## config.mk

```make
export PLATFORM = sky130hd
export DESIGN_NAME = hub_message_router_flat
export DESIGN_NICKNAME = d
export VERILOG_FILES = /design/src/rtl/hub_message_router_pkg.sv /design/src/rtl/hub_message_router_if.sv /design/src/rtl/hub_message_router_fifo.sv /design/src/rtl/hub_message_router.sv /design/src/flat_wrapper.sv
export SDC_FILE = /design/constraint.sdc
export NUM_CORES = 1
export LEC_CHECK = 0
export CELL_PAD_IN_SITES_DETAIL_PLACEMENT = 2
export CELL_PAD_IN_SITES_GLOBAL_PLACEMENT = 2
export CORE_MARGIN = 10
export CORE_UTILIZATION = 40
export CTS_CLUSTER_SIZE = 24
export DETAILED_ROUTE_END_ITERATION = 16
export MAX_ROUTING_LAYER = met4
export PLACE_DENSITY_LB_ADDON = 0.15
export SYNTH_ARGS = -nofsm -noshare
export SYNTH_HDL_FRONTEND = slang
export SYNTH_HIERARCHICAL = 1
export SYNTH_SLANG_ARGS = --single-unit
```

## constraint.sdc

```tcl
create_clock -name clk -period 5.1 [get_ports clk]
set_clock_uncertainty 0.1 [all_clocks]
set_input_delay 0.765 -clock clk [delete_from_list [all_inputs] [get_ports clk]]
set_output_delay 0.765 -clock clk [all_outputs]
set_load 0.02 [all_outputs]
```

## src/rtl/hub_message_router_pkg.sv

```systemverilog
// Shared constants, message field layout and downstream FSM state for the hub router.
package hub_router_pkg;
  localparam logic [7:0] MSG_GATHER   = 8'h03;
  localparam logic [7:0] ID_BROADCAST = 8'hFF;

  // ID occupies the top byte, TYPE the next byte, PAYLOAD the rest.
  localparam int ID_W   = 8;
  localparam int TYPE_W = 8;
  localparam int HDR_W  = ID_W + TYPE_W;

  typedef enum logic {DS_IDLE, DS_SEND} ds_state_t;

  // MSB index of the TYPE field for a given message width.
  function automatic int type_msb(input int dw);
    return dw - 1 - ID_W;
  endfunction
endpackage

```

## src/rtl/hub_message_router_if.sv

```systemverilog
// Host, downstream and upstream stream bundle of the hub router.
interface hub_message_router_if #(
  parameter int NUM_LEAVES = 4,
  parameter int DATA_WIDTH = 64
);
  logic [DATA_WIDTH-1:0]            host_rx_data;
  logic                             host_rx_valid;
  logic                             host_rx_ready;
  logic [DATA_WIDTH-1:0]            host_tx_data;
  logic                             host_tx_valid;
  logic                             host_tx_ready;
  logic [NUM_LEAVES*DATA_WIDTH-1:0] down_tx_data;
  logic [NUM_LEAVES-1:0]            down_tx_valid;
  logic [NUM_LEAVES-1:0]            down_tx_ready;
  logic [NUM_LEAVES*DATA_WIDTH-1:0] up_rx_data;
  logic [NUM_LEAVES-1:0]            up_rx_valid;
  logic [NUM_LEAVES-1:0]            up_rx_ready;
  logic                             bad_dest;

  // Router side.
  modport master (
    input  host_rx_data, host_rx_valid, host_tx_ready, down_tx_ready, up_rx_data, up_rx_valid,
    output host_rx_ready, host_tx_data, host_tx_valid, down_tx_data, down_tx_valid, up_rx_ready,
           bad_dest
  );

  // Host and leaf side.
  modport slave (
    output host_rx_data, host_rx_valid, host_tx_ready, down_tx_ready, up_rx_data, up_rx_valid,
    input  host_rx_ready, host_tx_data, host_tx_valid, down_tx_data, down_tx_valid, up_rx_ready,
           bad_dest
  );
endinterface

```

## src/rtl/hub_message_router_fifo.sv

```systemverilog
// Per-leaf synchronous FIFO; full/empty derive from a registered occupancy count.
module hub_leaf_fifo #(
  parameter int WIDTH = 64,
  parameter int DEPTH = 4
) (
  input  logic             clk,
  input  logic             reset,
  input  logic             wr_en,
  input  logic [WIDTH-1:0] wr_data,
  input  logic             rd_en,
  output logic [WIDTH-1:0] rd_data,
  output logic             full,
  output logic             empty
);
  localparam int AW = $clog2(DEPTH);
  localparam int CW = AW + 1;

  logic [WIDTH-1:0] mem [DEPTH];
  logic [AW-1:0]    wptr, rptr;
  logic [CW-1:0]    cnt;

  // Storage write; contents need no reset since count gates visibility.
  always_ff @(posedge clk) begin
    if (wr_en) mem[wptr] <= wr_data;
  end

  // Pointer and occupancy bookkeeping.
  always_ff @(posedge clk) begin
    if (reset) begin
      wptr <= '0;
      rptr <= '0;
      cnt  <= '0;
    end else begin
      if (wr_en) wptr <= wptr + AW'(1);
      if (rd_en) rptr <= rptr + AW'(1);
      case ({wr_en, rd_en})
        2'b10:   cnt <= cnt + CW'(1);
        2'b01:   cnt <= cnt - CW'(1);
        default: cnt <= cnt;
      endcase
    end
  end

  assign rd_data = mem[rptr];
  assign full    = (cnt == CW'(DEPTH));
  assign empty   = (cnt == '0);
endmodule

```

## src/rtl/hub_message_router.sv

```systemverilog
// Root-hub router: downstream unicast/broadcast FSM, upstream per-leaf FIFOs,
// round-robin merge and a gather barrier that folds one report per leaf into one.
module hub_message_router
  import hub_router_pkg::*;
#(
  parameter int NUM_LEAVES = 4,
  parameter int DATA_WIDTH = 64,
  parameter int FIFO_DEPTH = 4
) (
  input logic           clk,
  input logic           reset,
  hub_message_router_if.master bus
);
  localparam int NL   = NUM_LEAVES;
  localparam int DW   = DATA_WIDTH;
  localparam int LW   = (NL > 1) ? $clog2(NL) : 1;
  localparam int PL_W = DW - HDR_W;
  localparam int TMSB = type_msb(DW);

  // First requester at or after (last+1) mod NL; returns {hit, index}.
  function automatic logic [LW:0] rr_pick(input logic [NL-1:0] req, input logic [LW-1:0] last);
    logic [NL-1:0] rot;
    logic          hit;
    logic [LW-1:0] idx;
    hit = 1'b0;
    idx = '0;
    rot = NL'({req, req} >> (int'(last) + 1));
    for (int i = 0; i < NL; i++) begin
      if (!hit && rot[i]) begin
        hit = 1'b1;
        idx = LW'((int'(last) + 1 + i) % NL);
      end
    end
    return {hit, idx};
  endfunction

  logic run;

  // Ready outputs stay low while in reset and rise the cycle after release.
  always_ff @(posedge clk) begin
    if (reset) run <= 1'b0;
    else       run <= 1'b1;
  end

  // ---------------- downstream ----------------
  ds_state_t     state;
  logic [NL-1:0] pend;
  logic [DW-1:0] cmd;
  logic          rx_rdy, bad;
  logic [7:0]    rx_id;
  logic [NL-1:0] uni_mask;
  logic          uni_ok;

  assign rx_id = bus.host_rx_data[DW-1 -: ID_W];

  // Unicast destination decode: leaf k answers to ID k+1.
  always_comb begin
    uni_mask = '0;
    uni_ok   = 1'b0;
    for (int k = 0; k < NL; k++) begin
      if (rx_id == 8'(k + 1)) begin
        uni_mask[k] = 1'b1;
        uni_ok      = 1'b1;
      end
    end
  end

  // Command FSM: latch, fan out, retire each leaf on its own handshake.
  always_ff @(posedge clk) begin
    if (reset) begin
      state  <= DS_IDLE;
      pend   <= '0;
      cmd    <= '0;
      rx_rdy <= 1'b0;
      bad    <= 1'b0;
    end else begin
      case (state)
        DS_IDLE: begin
          rx_rdy <= 1'b1;
          if (bus.host_rx_valid && rx_rdy) begin
            cmd <= bus.host_rx_data;
            if (rx_id == ID_BROADCAST) begin
              pend   <= '1;
              state  <= DS_SEND;
              rx_rdy <= 1'b0;
            end else if (uni_ok) begin
              pend   <= uni_mask;
              state  <= DS_SEND;
              rx_rdy <= 1'b0;
            end else begin
              bad <= 1'b1;
            end
          end
        end
        DS_SEND: begin
          pend <= pend & ~bus.down_tx_ready;
          if ((pend & ~bus.down_tx_ready) == '0) begin
            state  <= DS_IDLE;
            rx_rdy <= 1'b1;
          end
        end
        default: state <= DS_IDLE;
      endcase
    end
  end

  assign bus.host_rx_ready = rx_rdy;
  assign bus.down_tx_valid = pend;
  assign bus.down_tx_data  = {NL{cmd}};
  assign bus.bad_dest      = bad;

  // ---------------- upstream ----------------
  logic [NL-1:0][DW-1:0] head;
  logic [NL-1:0]         full, empty, wr, rd, is_g;

  assign bus.up_rx_ready = {NL{run}} & ~full;
  assign wr              = bus.up_rx_valid & bus.up_rx_ready;

  for (genvar k = 0; k < NL; k++) begin : g_leaf
    logic [DW-1:0] wdata;
    // Stamp the source ID so the host can tell leaves apart.
    assign wdata = {8'(k + 1), bus.up_rx_data[k*DW +: DW-ID_W]};
    hub_leaf_fifo #(.WIDTH(DW), .DEPTH(FIFO_DEPTH)) u_fifo (
      .clk     (clk),
      .reset   (reset),
      .wr_en   (wr[k]),
      .wr_data (wdata),
      .rd_en   (rd[k]),
      .rd_data (head[k]),
      .full    (full[k]),
      .empty   (empty[k])
    );
  end

  logic [LW-1:0]   a_last, g_last, a_idx, g_idx;
  logic            a_hit, g_hit, can_load, release_g, grant;
  logic [NL-1:0]   gmask, gmask_nx, g_pop_oh, a_oh;
  logic [PL_W-1:0] gacc, gacc_nx;
  logic [DW-1:0]   out_data;
  logic            out_vld;

  // Head classification, arbitration and gather-barrier next state.
  always_comb begin
    for (int k = 0; k < NL; k++) is_g[k] = (head[k][TMSB -: TYPE_W] == MSG_GATHER);
    {a_hit, a_idx} = rr_pick(~empty & ~is_g, a_last);
    {g_hit, g_idx} = rr_pick(~empty & is_g & ~gmask, g_last);
    g_pop_oh = '0;
    if (g_hit) g_pop_oh[g_idx] = 1'b1;
    gmask_nx  = gmask | g_pop_oh;
    gacc_nx   = g_hit ? (gacc | head[g_idx][PL_W-1:0]) : gacc;
    can_load  = !out_vld || bus.host_tx_ready;
    // A completed barrier outranks every leaf for the output register.
    release_g = (&gmask_nx) && can_load;
    grant     = a_hit && can_load && !(&gmask_nx);
    a_oh = '0;
    if (grant) a_oh[a_idx] = 1'b1;
    rd = g_pop_oh | a_oh;
  end

  // Output register, barrier state and round-robin pointers.
  always_ff @(posedge clk) begin
    if (reset) begin
      out_vld  <= 1'b0;
      out_data <= '0;
      gmask    <= '0;
      gacc     <= '0;
      a_last   <= LW'(NL - 1);
      g_last   <= LW'(NL - 1);
    end else begin
      if (g_hit) g_last <= g_idx;
      if (release_g) begin
        out_data <= {8'h00, MSG_GATHER, gacc_nx};
        out_vld  <= 1'b1;
        gmask    <= '0;
        gacc     <= '0;
      end else begin
        gmask <= gmask_nx;
        gacc  <= gacc_nx;
        if (grant) begin
          out_data <= head[a_idx];
          out_vld  <= 1'b1;
          a_last   <= a_idx;
        end else if (bus.host_tx_ready) begin
          out_vld <= 1'b0;
        end
      end
    end
  end

  assign bus.host_tx_data  = out_data;
  assign bus.host_tx_valid = out_vld;
endmodule

```

## src/flat_wrapper.sv

```systemverilog
// flat-port wrapper written by rule: the top's interface ports become plain ports
module hub_message_router_flat import hub_router_pkg::*;
#(
  parameter int NUM_LEAVES = 4,
  parameter int DATA_WIDTH = 64,
  parameter int FIFO_DEPTH = 4
)
  (clk, reset, bus_host_rx_data, bus_host_rx_valid, bus_host_tx_ready, bus_down_tx_ready, bus_up_rx_data, bus_up_rx_valid, bus_host_rx_ready, bus_host_tx_data, bus_host_tx_valid, bus_down_tx_data, bus_down_tx_valid, bus_up_rx_ready, bus_bad_dest);
  hub_message_router_if #(.NUM_LEAVES(NUM_LEAVES), .DATA_WIDTH(DATA_WIDTH)) bus_i ();
  input logic clk;
  input logic reset;
  input wire logic [$bits(bus_i.host_rx_data)-1:0] bus_host_rx_data;
  input wire logic [$bits(bus_i.host_rx_valid)-1:0] bus_host_rx_valid;
  input wire logic [$bits(bus_i.host_tx_ready)-1:0] bus_host_tx_ready;
  input wire logic [$bits(bus_i.down_tx_ready)-1:0] bus_down_tx_ready;
  input wire logic [$bits(bus_i.up_rx_data)-1:0] bus_up_rx_data;
  input wire logic [$bits(bus_i.up_rx_valid)-1:0] bus_up_rx_valid;
  output wire logic [$bits(bus_i.host_rx_ready)-1:0] bus_host_rx_ready;
  output wire logic [$bits(bus_i.host_tx_data)-1:0] bus_host_tx_data;
  output wire logic [$bits(bus_i.host_tx_valid)-1:0] bus_host_tx_valid;
  output wire logic [$bits(bus_i.down_tx_data)-1:0] bus_down_tx_data;
  output wire logic [$bits(bus_i.down_tx_valid)-1:0] bus_down_tx_valid;
  output wire logic [$bits(bus_i.up_rx_ready)-1:0] bus_up_rx_ready;
  output wire logic [$bits(bus_i.bad_dest)-1:0] bus_bad_dest;
  assign bus_i.host_rx_data = bus_host_rx_data;
  assign bus_i.host_rx_valid = bus_host_rx_valid;
  assign bus_i.host_tx_ready = bus_host_tx_ready;
  assign bus_i.down_tx_ready = bus_down_tx_ready;
  assign bus_i.up_rx_data = bus_up_rx_data;
  assign bus_i.up_rx_valid = bus_up_rx_valid;
  assign bus_host_rx_ready = bus_i.host_rx_ready;
  assign bus_host_tx_data = bus_i.host_tx_data;
  assign bus_host_tx_valid = bus_i.host_tx_valid;
  assign bus_down_tx_data = bus_i.down_tx_data;
  assign bus_down_tx_valid = bus_i.down_tx_valid;
  assign bus_up_rx_ready = bus_i.up_rx_ready;
  assign bus_bad_dest = bus_i.bad_dest;
  hub_message_router #(.NUM_LEAVES(NUM_LEAVES), .DATA_WIDTH(DATA_WIDTH), .FIFO_DEPTH(FIFO_DEPTH)) u_core (.clk(clk), .reset(reset), .bus(bus_i));
endmodule
```

== Word-level counts from Yosys, hierarchy flattened ==
Memories as Yosys holds them, arrays and structs flattened. A register that Yosys moved wholly into a read port is not among the register bits.
Index checks and enable logic that the tools add are counted.

* Flip-flop bits (word level): 221
* Logic and storage cells: 213
* RAM bits: 896
* Memories kept: 4
* Input bits: 332
* Output and inout bits: 331

{| class="wikitable"
|+ Memory list
! name !! words !! bits a word !! read ports !! clocked after memory_dff !! wr ports !! line !! text
|-
| u_core.g_leaf[0].u_fifo.mem || 4 || 56 || 1 || 1 || 1 || hub_message_router_fifo.sv:18 || <nowiki>logic [WIDTH-1:0] mem [DEPTH];</nowiki>
|-
| u_core.g_leaf[1].u_fifo.mem || 4 || 56 || 1 || 1 || 1 || hub_message_router_fifo.sv:18 ||
|-
| u_core.g_leaf[2].u_fifo.mem || 4 || 56 || 1 || 1 || 1 || hub_message_router_fifo.sv:18 ||
|-
| u_core.g_leaf[3].u_fifo.mem || 4 || 56 || 1 || 1 || 1 || hub_message_router_fifo.sv:18 ||
|}

* Equality and inequality tests: 24
* Add/sub/neg operators: 24
* Bitwise gates (word level): 18
* Shift-type cells: 2
* Reduce and logical (&&, ||, !) cells: 38
* Order comparisons: 4
* Mux-type cells: 74

{| class="wikitable"
|+ Operators by type and width
! operator !! count
|-
| binary-select mux 64 bit (select 2 bit) || 2
|-
| two-way mux 50 bit || 2
|-
| two-way mux 48 bit || 2
|-
| two-way mux 64 bit || 1
|-
| equality test 8 x 2 -> 1 bit, second input constant || 6
|-
| OR 48 bit || 1
|-
| two-way mux 1 bit || 37
|-
| two-way mux 2 bit || 16
|-
| AND 4 bit || 6
|-
| case mux 3 bit (2 select lines) || 4
|-
| adder 2 x 1 -> 2 bit, second input constant || 10
|-
| two-way mux 4 bit || 5
|-
| NOT 4 bit || 5
|-
| right shift 8 x 3 -> 4 bit || 2
|-
| adder 3 x 1 -> 3 bit, second input constant || 4
|-
| equality test 3 bit, second input constant || 4
|-
| logical AND 1 bit || 12
|-
| zero test 3 bit || 4
|-
| subtractor 3 x 1 -> 3 bit, second input constant || 4
|-
| nonzero test 2 bit || 5
|-
| adder 2 bit, second input constant || 4
|-
| equality test 2 x 1 -> 1 bit, second input constant || 4
|-
| equality test 2 bit, second input constant || 4
|-
| equality test 8 x 1 -> 1 bit, second input constant || 1
|-
| 20 further kinds || 39
|}

== Logic depth before layout (Yosys ltp) ==
Gate-level depths: netlist of the first run.

* Word-level depth: 28
* Mapped depth: 20
* Gate-level depth less buffers: 15

== Hierarchy ==
Netlist of the first run, hierarchy kept.

{| class="wikitable"
|+ Modules (own cells, without submodules)
! module !! cells each !! area each (µm²) !! times used
|-
| hub_leaf_fifo || 381 || 9744.3 || 4
|-
| hub_message_router || 1824 || 12072.8 || 1
|}

== Worst setup path before layout of the first run ==
OpenSTA, ideal clock, no wires.

* Kind: register to register
* Start point: register (tool-made name)
* End point: register u_core.g_leaf[0].u_fifo.cnt[2]
* Arrival: 4457 ps
* Path buffers: 5
* Clock period less this slack: 4627 ps
* Cell stages (with the launch flop): 20
* Data required time: 4930 ps
* Slack: 473 ps
* Path through: dfxtp_1 buf_6 buf_12 mux4_2 nor4_4 nand3_2 or3_1 nor4b_4 o2111a_1 buf_4 or2_1 buf_6 buf_6 o31ai_4 ha_1 inv_1 fa_1 xor2_1 or3_1 a21oi_1

{| class="wikitable"
|+ RTL lines
! what !! line !! text
|-
| end signal, assigned || hub_message_router_fifo.sv:37 || <nowiki>2'b10: cnt <= cnt + CW'(1);</nowiki>
|-
| end signal, assigned || hub_message_router_fifo.sv:38 || <nowiki>2'b01: cnt <= cnt - CW'(1);</nowiki>
|-
| end signal, assigned || hub_message_router_fifo.sv:39 || <nowiki>default: cnt <= cnt;</nowiki>
|-
| end, declared || hub_message_router_fifo.sv:20 || <nowiki>logic [CW-1:0] cnt;</nowiki>
|}

==> metrics, run 1 <==
via-per-instance ratio=5.380; Cell variety after synth=68; post-cts hold buffer count=0; clk slew on worst S/H paths=0.06 ns; I/O Buffers=630; M1 wire length=63.51 mm; share of the synthesized area in the top cell type=60.23%; Die Area=142300 um^2; r2r setup slk=0.25 ns; Final Hold Viols=0; worst vdd ir=0.9692 mV; yosys warns=6; clock tree root buffer cell=clkbuf_16; Worst Path Arrival=5.44 ns; logic gate share of total power=30.6%; minimum clock period=4.853 ns; worst slack at placement=0.1360 ns; clock latency on the worst-skew pair=0.76 ns; I/O pin cnt=663; NumNets Final=4306; Residual DRC=0; final core occ=49.17%; Synth Area per Inst=15.25 um^2; Worst Setup Start Kind=register; routed wl met2=92.77 mm; CTS tree=done; ys flop type=edfxtp_1; leading area contributor after synthesis=edfxtp_1; sequential power share=38.6%; Clk network pwr share=30.8%; drt total wl=172.7 mm; Clock Sinks=1253; final setup TNS=0 ns; placed inst area=58090 um^2; clk buf depth=3; post-DP HPWL=121.3 mm; final worst-path cycle share=95.15%; clock buffer count from CTS=139; grt ovf=0; final instance area=62540 um^2; Setup CP Type=reg -> reg; Mapped Area=51050 um^2; Psw=11.03 mW; Fmax=0.2061 GHz; Slew Limit Fails=0; GRT Overall Usage=24.36%; Synth-to-Final Area Change=22.51%; Initial Utilization=40.14%; PnR worst setup slack=0.2473 ns; Seq/Total Area, Yosys=69.21%; DR top layer=met4; Iter 0 DRT Violations=2131; leading post-synthesis cells by cell area=edfxtp_1 60%, mux4_2 11%, dfxtp_1 9.0%, nand2_1 4.5%, buf_4 2.9%; Initial DRT Pass Iterations=5; routability cong.=0.8021; data required time at the worst endpoint=5.69 ns; Slew @ Worst Pin=1.173 ns; Routed WL per cell=29.99 um; Internal Pwr Total=20.60 mW; vias in the first global route=33910; Die Ht=377.2 um; Crit. End Element=register; Inst Count DP=5466; Sw Share=34.86%; status=finished, final reports clean; Hold WC Path Type=in -> reg; fin cells=5760; Synth async-reset ratio=0%; Std-Cell Rows=131; via count=30990; Finish-stage setup viols=0; CTS H-Tree Depth=4; Slew HR=21.83%; Routed Antenna Nets=0; P per Cell Area=505.7 nW/um^2; Max Cap Viol=0; worst-path fanout max=11; number of synthesized flops with an enable pin=1024; post-synthesis register bit count=1253; largest net degree at the start of global routing=129; leakage dissipation=20.78 nW; initial antenna violation count=44; Core Region=127200 um^2; fraction of layout instances using a drive strength above 1=14.04%; global-route wire length before repair=245.3 mm; die width=377.2 um; Mapped Cells=3348; metal3 WL=8.699 mm
synth_stat cells, types with 6 or more instances:
cell      number
and2_1        22
and3_1         8
nand3_1      153
buf_1          7
nand2_1      610
buf_2         56
buf_4        196
nor2_1       123
ha_1          20
mux4_1        16
buf_12        24
a21oi_1      213
edfxtp_1    1024
nor4_1        40
nor3_1        54
or3_1          6
dfxtp_1      229
clkbuf_1      87
inv_1         33
mux4_2       240
o21ai_0       18
buf_6          7
xor2_1        12
xnor2_1        9
o31ai_1       26
a32oi_1       26
stage by stage:
stage	hold WS, ns	power, mW
2_1_floorplan	0.3360	18.10
3_3_place_gp	0.3437	21.79
3_5_place_dp	0.3564	22.11
4_1_cts	0.2324	31.95
5_1_grt	0.2610	33.05
6_report	0.2682	31.63
cells in the final DEF (no fill, tap or decap), types with 12 or more instances in the layout:
master	n
nor2_1	123
nor3_1	54
a32oi_1	26
clkbuf_1	44
a21oi_1	212
clkinv_2	20
conb_1	128
mux4_2	240
clkinv_1	19
ha_1	20
o21ai_0	17
xor2_1	12
dfxtp_1	221
clkbuf_16	140
diode_2	37
inv_1	33
mux4_1	16
buf_4	76
nor4_1	40
o31ai_1	26
clkdlybuf4s50_1	629
edfxtp_1	1024
nand3_1	153
nand2_1	609
flip-flops by register name (all words and copies together) (netlist names), named ones only:
name	count
u_core/g_leaf.u_fifo/mem	1024
u_core/bus.host_tx_data	64
u_core/cmd	64
u_core/gacc	48
u_core/g_leaf.u_fifo/cnt	12
u_core/g_leaf.u_fifo/rptr	8
u_core/g_leaf.u_fifo/wptr	8
u_core/bus.down_tx_valid	4
u_core/gmask	4
u_core/a_last	2
u_core/g_last	2
u_core/bus.bad_dest	1
u_core/bus.host_rx_ready	1
u_core/bus.host_tx_valid	1
u_core/run	1
u_core/state	1
cells by family after synthesis:
| family | Yosys count | synth area share, % |
|---|---|---|
| simple gates | 1046 | 8.941 |
| buf+inv | 415 | 5.507 |
| fa+ha+maj | 24 | 0.6470 |
| flops | 1253 | 69.21 |
| compound gates | 326 | 3.806 |
| mux | 261 | 11.51 |
| other cells | 2 | 0.01471 |
| xor+xnor | 21 | 0.3603 |
timing repair:
item,4_1_cts,5_1_grt
endpoints found under the setup margin,0,3
gates resized for setup,0,2
buffers inserted,0,5
worst paths after layout:
| check | from | to | cells past startpoint |
|---|---|---|---|
| max reg2reg | register | u_core/g_leaf[0].u_fifo/cnt[2] | 15 |
| min | reset | u_core/g_leaf[1].u_fifo/wptr[1] | 2 |
| min reg2reg | u_core/gacc[39] | u_core/gacc[39] | 2 |
| max | register | u_core/g_leaf[0].u_fifo/cnt[2] | 15 |
routing by layer:
layer  track usage (%)  up-vias
li1                  -    13580
met1             26.33    16300
met2             42.58      842
met3             4.963      268
met4             11.80        0
met5                 -        -
worst max-delay path, stage by stage (launching register included):
cell and delay [ns]:
dfxtp_4 0.44, mux4_2 0.57, nor4_4 0.42, buf_4 0.21
nand3_2 0.10, or3_1 0.40, nor4b_4 0.17, o2111a_1 0.28
or2_2 0.40, o31ai_4 0.34, ha_1 0.27, inv_1 0.07
fa_1 0.38, xor2_1 0.17, or3_1 0.31, a21oi_1 0.14
power by group through the flow:
stage,combinational [mW],sequential [mW],clock [mW]
2_1_floorplan,5.72,12.4,0
3_3_place_gp,9.40,12.4,0
3_5_place_dp,9.68,12.4,0
4_1_cts,9.76,12.2,9.97
5_1_grt,10.4,12.3,10.4
6_report,9.67,12.2,9.74
final cells by class:
cell class / instances / area (um^2)
fillers: 11840 / 64650
inverters: 34 / 127.6
repair buffers: 716 / 7078
clock inverters: 62 / 570.5
multi-input cells: 1806 / 13490
flip-flops and latches: 1253 / 35350
diodes: 37 / 92.59
well taps: 1662 / 2079
clock buffers: 190 / 3751
(Power assumes the default switching activity.)
==> run 2: changes to the inputs <==
MAX_ROUTING_LAYER = not set   (was met4)
==> metrics, run 2 (synthesized netlist as in run 1, its figures left out) <==
worst reg2reg endpoint=u_core/g_leaf[2].u_fifo/cnt[2]; GRT Overall Usage=23.63% (-0.73 points); Hold Path Cell Cnt=2 (unchanged); CTS H-Tree Depth=4 (unchanged); I/O pin cnt=663 (unchanged); via count=30920 (-0.22%); vias in the first global route=33990 (+0.24%); Fmax=0.2054 GHz (-0.31%); routability cong.=0.7903 (-1.5%); commonest non-fill, non-tap cells in the layout=1024 x edfxtp_1, 629 x clkdlybuf4s50_1, 609 x nand2_1, 240 x mux4_2, 221 x dfxtp_1; NumNets Final=4306 (unchanged); Final Hold Viols=0 (unchanged); Routed WL per cell=30.01 um (about the same); final worst-path cycle share=95.45% (+0.30 points); Worst Path Arrival=5.43 ns (about the same); Residual DRC=0 (unchanged); clk slew on worst S/H paths=0.06 ns (about the same); hold path endpoint=u_core/g_leaf[1].u_fifo/wptr[1]; drt total wl=172.4 mm (-0.16%); clk buf depth=3 (unchanged); fraction of layout instances using a drive strength above 1=14.04% (unchanged); leakage dissipation=20.78 nW (about the same); final setup TNS=0 ns (unchanged); PnR worst setup slack=0.2320 ns (-0.01523 ns); post-cts hold buffer count=0 (unchanged); register area=35350 um^2 (unchanged); area of the multi-input gates=13490 um^2 (unchanged); Synth-to-Final Area Change=22.45% (about the same); die width=377.2 um (unchanged); Crit. End Element=register; grt ovf=0 (unchanged); r2r setup slk=0.23 ns (-0.02 ns); post-DP HPWL=121.3 mm (unchanged); Fillers=11840 (+0.017%); clock tree root buffer cell=clkbuf_16; clock latency on the worst-skew pair=0.76 ns (about the same); Std-Cell Rows=131 (unchanged); worst-path fanout max=11 (unchanged); Slew @ Worst Pin=1.183 ns (+0.01046 ns); Biggest register=u_core/g_leaf.u_fifo/mem; Max Cap Viol=0 (unchanged); clock buffer count from CTS=139 (unchanged); Finish-stage setup viols=0 (unchanged); status=finished, final reports clean; Largest register FFs=1024 (unchanged); initial antenna violation count=43 (-2.3%); min-delay src=reset; most common cell after layout, fill and taps aside=edfxtp_1; Design Power=31.62 mW (about the same); final core occ=49.15% (about the same); data required time at the worst endpoint=5.66 ns (-0.03 ns); Hold WC Path Type=in -> reg; Clock Sinks=1253 (unchanged); P per Cell Area=505.8 nW/um^2 (about the same); Slew Limit Fails=0 (unchanged); Initial Utilization=40.14% (unchanged); via-per-instance ratio=5.380 (about the same); Iter 0 DRT Violations=2090 (-1.9%); largest net degree at the start of global routing=129 (unchanged); Die Area=142300 um^2 (unchanged); Die Ht=377.2 um (unchanged); Hold WS=0.2809 ns (+0.01275 ns); Reg2Reg Depth=16 (+1); worst vdd ir=0.9814 mV (+1.3%); Core Region=127200 um^2 (unchanged); Setup CP Type=reg -> reg; global-route wire length before repair=245.0 mm (about the same); worst slack at placement=0.1360 ns (unchanged); Routed Antenna Nets=0 (unchanged); Initial DRT Pass Iterations=7 (+2); Slew HR=21.13% (-0.70 points); minimum clock period=4.868 ns (+0.01523 ns); Worst Setup Start Kind=register; I/O Buffers=630 (unchanged); CTS tree=done
-- run 2: cell count changes in the layout (fill, tap and decap cells not counted) --
cell	before	now
diode_2	37	24
-- run 2: per-layer routing --
| layer | GRT usage [%] | wire length (um) | up-vias |
|---|---|---|---|
| met5 | 0 | 167 | - |
| met4 | 11.78 | 8148 | 24 |
| met3 | 5.104 | 9036 | 293 |
| met2 | 42.64 | 92340 | 875 |
| met1 | 26.15 | 62750 | 16180 |
| li1 | - | - | 13550 |
-- run 2: report_power, final --
group | internal (mW) | switching (mW) | leakage [nW]
registers | 11.7 | 0.486 | 11.2
clock network | 5.61 | 4.13 | 2.10
logic | 3.26 | 6.40 | 7.50
total | 20.6 | 11.0 | 20.8
-- run 2: worst max-delay path by stage --
stage	from	to	slack, ns	depth (start not counted)
2_1_floorplan	register	u_core/g_leaf[0].u_fifo/cnt[2]	0.47	19
6_report	register	u_core/g_leaf[2].u_fifo/cnt[2]	0.23	16
4_1_cts	register	u_core/g_leaf[0].u_fifo/cnt[2]	0.12	15
5_1_grt	register	u_core/g_leaf[2].u_fifo/cnt[2]	-0.02	16
3_5_place_dp	register	u_core/g_leaf[0].u_fifo/cnt[2]	0.14	15
3_3_place_gp	register	u_core/g_leaf[0].u_fifo/cnt[2]	0.27	15
-- run 2: cell type report --
class,instances,share of cell area (%)
well taps,1662,3.327
flip-flops and latches,1253,56.56
clock buffers,190,6.001
repair buffers,716,11.32
inverters,34,0.2042
clock inverters,62,0.9127
diodes,24,0.09607
multi-input cells,1806,21.58
-- run 2: repair_timing --
item,4_1_cts,5_1_grt
gates resized for setup,0,2
endpoints found under the setup margin,0,3
setup buffers,0,5
-- run 2: metrics by stage --
| stage | std cells | area [um^2] |
|---|---|---|
| 2_1_floorplan | 3474 | 51520 |
| 3_3_place_gp | 5466 | 58090 |
| 3_5_place_dp | 5466 | 58090 |
| 4_1_cts | 5718 | 62410 |
| 5_1_grt | 5746 | 62510 |
| 6_report | 5747 | 62510 |
-- run 2: worst max-delay path, stage by stage, from the launching register on --
cell      delay [ns]
dfxtp_4         0.44
mux4_2          0.58
nor4_4          0.42
buf_4           0.21
nand3_2         0.10
or3_1           0.40
nor4b_4         0.17
o2111a_1        0.27
or2_2           0.40
nor2_1          0.16
a21o_1          0.21
ha_1            0.20
inv_1           0.06
fa_1            0.38
xor2_1          0.16
or3_1           0.30
a21oi_1         0.19
==> run 3: changes to the inputs <==
SLEW_MARGIN = 20   (was not set)
==> metrics, run 3 (synthesized netlist as in run 1, its figures left out) <==
Slew Limit Fails=0 (unchanged); CP Cell Sequence=mux4_2, nor4_4, buf_4, nand3_2, or3_1, nor4b_4, o2111a_1, or2_2, o31ai_4, ha_1, inv_1, fa_1, xor2_1, or3_1, a21oi_1; via-per-instance ratio=5.384 (about the same); Synth-to-Final Area Change=22.50% (about the same); final core occ=49.17% (about the same); Max Cap Viol=0 (unchanged); largest net degree at the start of global routing=129 (unchanged); Worst Setup Start Kind=register; Reg2Reg Depth=15 (-1); I/O Buffers=630 (unchanged); hold path endpoint=u_core/g_leaf[1].u_fifo/wptr[1]; Slowest-stage cell, CP=mux4_2; Largest register FFs=1024 (unchanged); Initial DRT Pass Iterations=7 (unchanged); Std-Cell Rows=131 (unchanged); commonest non-fill, non-tap cells in the layout=1024 x edfxtp_1, 629 x clkdlybuf4s50_1, 609 x nand2_1, 240 x mux4_2, 221 x dfxtp_1; clk slew on worst S/H paths=0.06 ns (about the same); Slew HR=26.59% (+5.5 points); Initial Utilization=40.14% (unchanged); initial antenna violation count=43 (unchanged); Final Hold Viols=0 (unchanged); unrepaired setup endpoints after global routing=false; data required time at the worst endpoint=5.69 ns (+0.03 ns); leakage dissipation=20.79 nW (about the same); final setup TNS=0 ns (unchanged); status=finished, final reports clean; via count=30950 (+0.087%); Hold Path Cell Cnt=2 (unchanged); crit path buf inv count=2 (unchanged); worst vdd ir=0.9711 mV (-1.0%); worst-path fanout max=11 (unchanged); Core Region=127200 um^2 (unchanged); drt total wl=172.4 mm (about the same); Hold WS=0.2809 ns (+0.00003200 ns); Iter 0 DRT Violations=2077 (-0.62%); post-cts hold buffer count=0 (unchanged); r2r setup slk=0.25 ns (+0.02 ns); worst reg2reg endpoint=u_core/g_leaf[0].u_fifo/cnt[2]; Finish-stage setup viols=0 (unchanged); clock tree root buffer cell=clkbuf_16; Die Ht=377.2 um (unchanged); clk buf depth=3 (unchanged); routability cong.=0.7903 (unchanged); Worst Path Arrival=5.43 ns (about the same); clock buffer count from CTS=139 (unchanged); Biggest register=u_core/g_leaf.u_fifo/mem; PnR worst setup slack=0.2539 ns (+0.02189 ns); post-DP HPWL=121.3 mm (unchanged); final worst-path cycle share=95.02% (-0.43 points); Die Area=142300 um^2 (unchanged); most used cell, CP=or3_1; Residual DRC=0 (unchanged); minimum clock period=4.846 ns (-0.02189 ns); Routed Antenna Nets=0 (unchanged); Crit. End Element=register; worst slack at placement=0.1360 ns (unchanged); largest stage delay on the critical path=0.58 ns (about the same); Slew @ Worst Pin=1.101 ns (-0.08190 ns); clock latency on the worst-skew pair=0.76 ns (about the same); P per Cell Area=505.9 nW/um^2 (about the same); Clock Sinks=1253 (unchanged); cell family with most CP delay=simple AND/OR/NAND/NOR gates; fraction of layout instances using a drive strength above 1=14.06% (+0.021 points); Setup CP Type=reg -> reg; vias in the first global route=33990 (unchanged); NumNets Final=4307 (+0.023%); die width=377.2 um (unchanged); Hold WC Path Type=in -> reg; Fmax=0.2064 GHz (+0.45%); min-delay src=reset; most common cell after layout, fill and taps aside=edfxtp_1; I/O pin cnt=663 (unchanged); CTS tree=done; CTS H-Tree Depth=4 (unchanged); global-route wire length before repair=245.0 mm (unchanged); grt ovf=0 (unchanged); Routed WL per cell=29.99 um (about the same); GRT Overall Usage=23.63% (unchanged)
run 3: cell types whose count changed in the layout (fill, tap and decap cells not counted):
cell	delta
buf_16	+1
run 3: where the power goes:
part	total, mW	leakage, nW	switching, mW	internal (mW)
Sequential	12.2	11.2	0.484	11.7
Combinational	9.67	7.51	6.41	3.26
Clock	9.75	2.10	4.14	5.61
run 3: layout make-up:
class / instances / area (um^2)
inverter: 34 / 127.6
antenna: 24 / 60.06
sequential: 1253 / 35350
timing repair buffer: 717 / 7106
clock inverter: 62 / 570.5
multi-input combinational: 1806 / 13490
fill: 11840 / 64650
clock buffer: 190 / 3751
tap: 1662 / 2079
run 3: stage by stage:
| stage | power (mW) | cells | cell area [um^2] |
|---|---|---|---|
| after floorplan | 18.10 | 3474 | 51520 |
| after global placement | 21.79 | 5466 | 58090 |
| after detailed placement | 22.11 | 5466 | 58090 |
| after CTS | 31.95 | 5718 | 62410 |
| after global routing | 33.04 | 5747 | 62540 |
| final | 31.64 | 5748 | 62540 |
run 3: per-layer routing:
| metal | vias up | wire length [um] | global-route usage, % |
|---|---|---|---|
| met5 | - | 167 | 0 |
| met4 | 24 | 8259 | 11.78 |
| met3 | 294 | 9308 | 5.104 |
| met2 | 892 | 91960 | 42.64 |
| met1 | 16180 | 62690 | 26.15 |
| li1 | 13560 | - | - |
run 3: how the worst max path moves through the flow:
stage                   from                        endpoint  cells after the start
floorplan           register  u_core/g_leaf[0].u_fifo/cnt[2]                     19
global placement    register  u_core/g_leaf[0].u_fifo/cnt[2]                     15
detailed placement  register  u_core/g_leaf[0].u_fifo/cnt[2]                     15
CTS                 register  u_core/g_leaf[0].u_fifo/cnt[2]                     15
global route        register  u_core/g_leaf[2].u_fifo/cnt[2]                     16
finish              register  u_core/g_leaf[0].u_fifo/cnt[2]                     15
run 3: repair_timing:
action,CTS,global route
endpoints found under the hold margin,0,0
gates resized for setup,0,2
setup endpoints to repair,0,3
buffers inserted,0,5
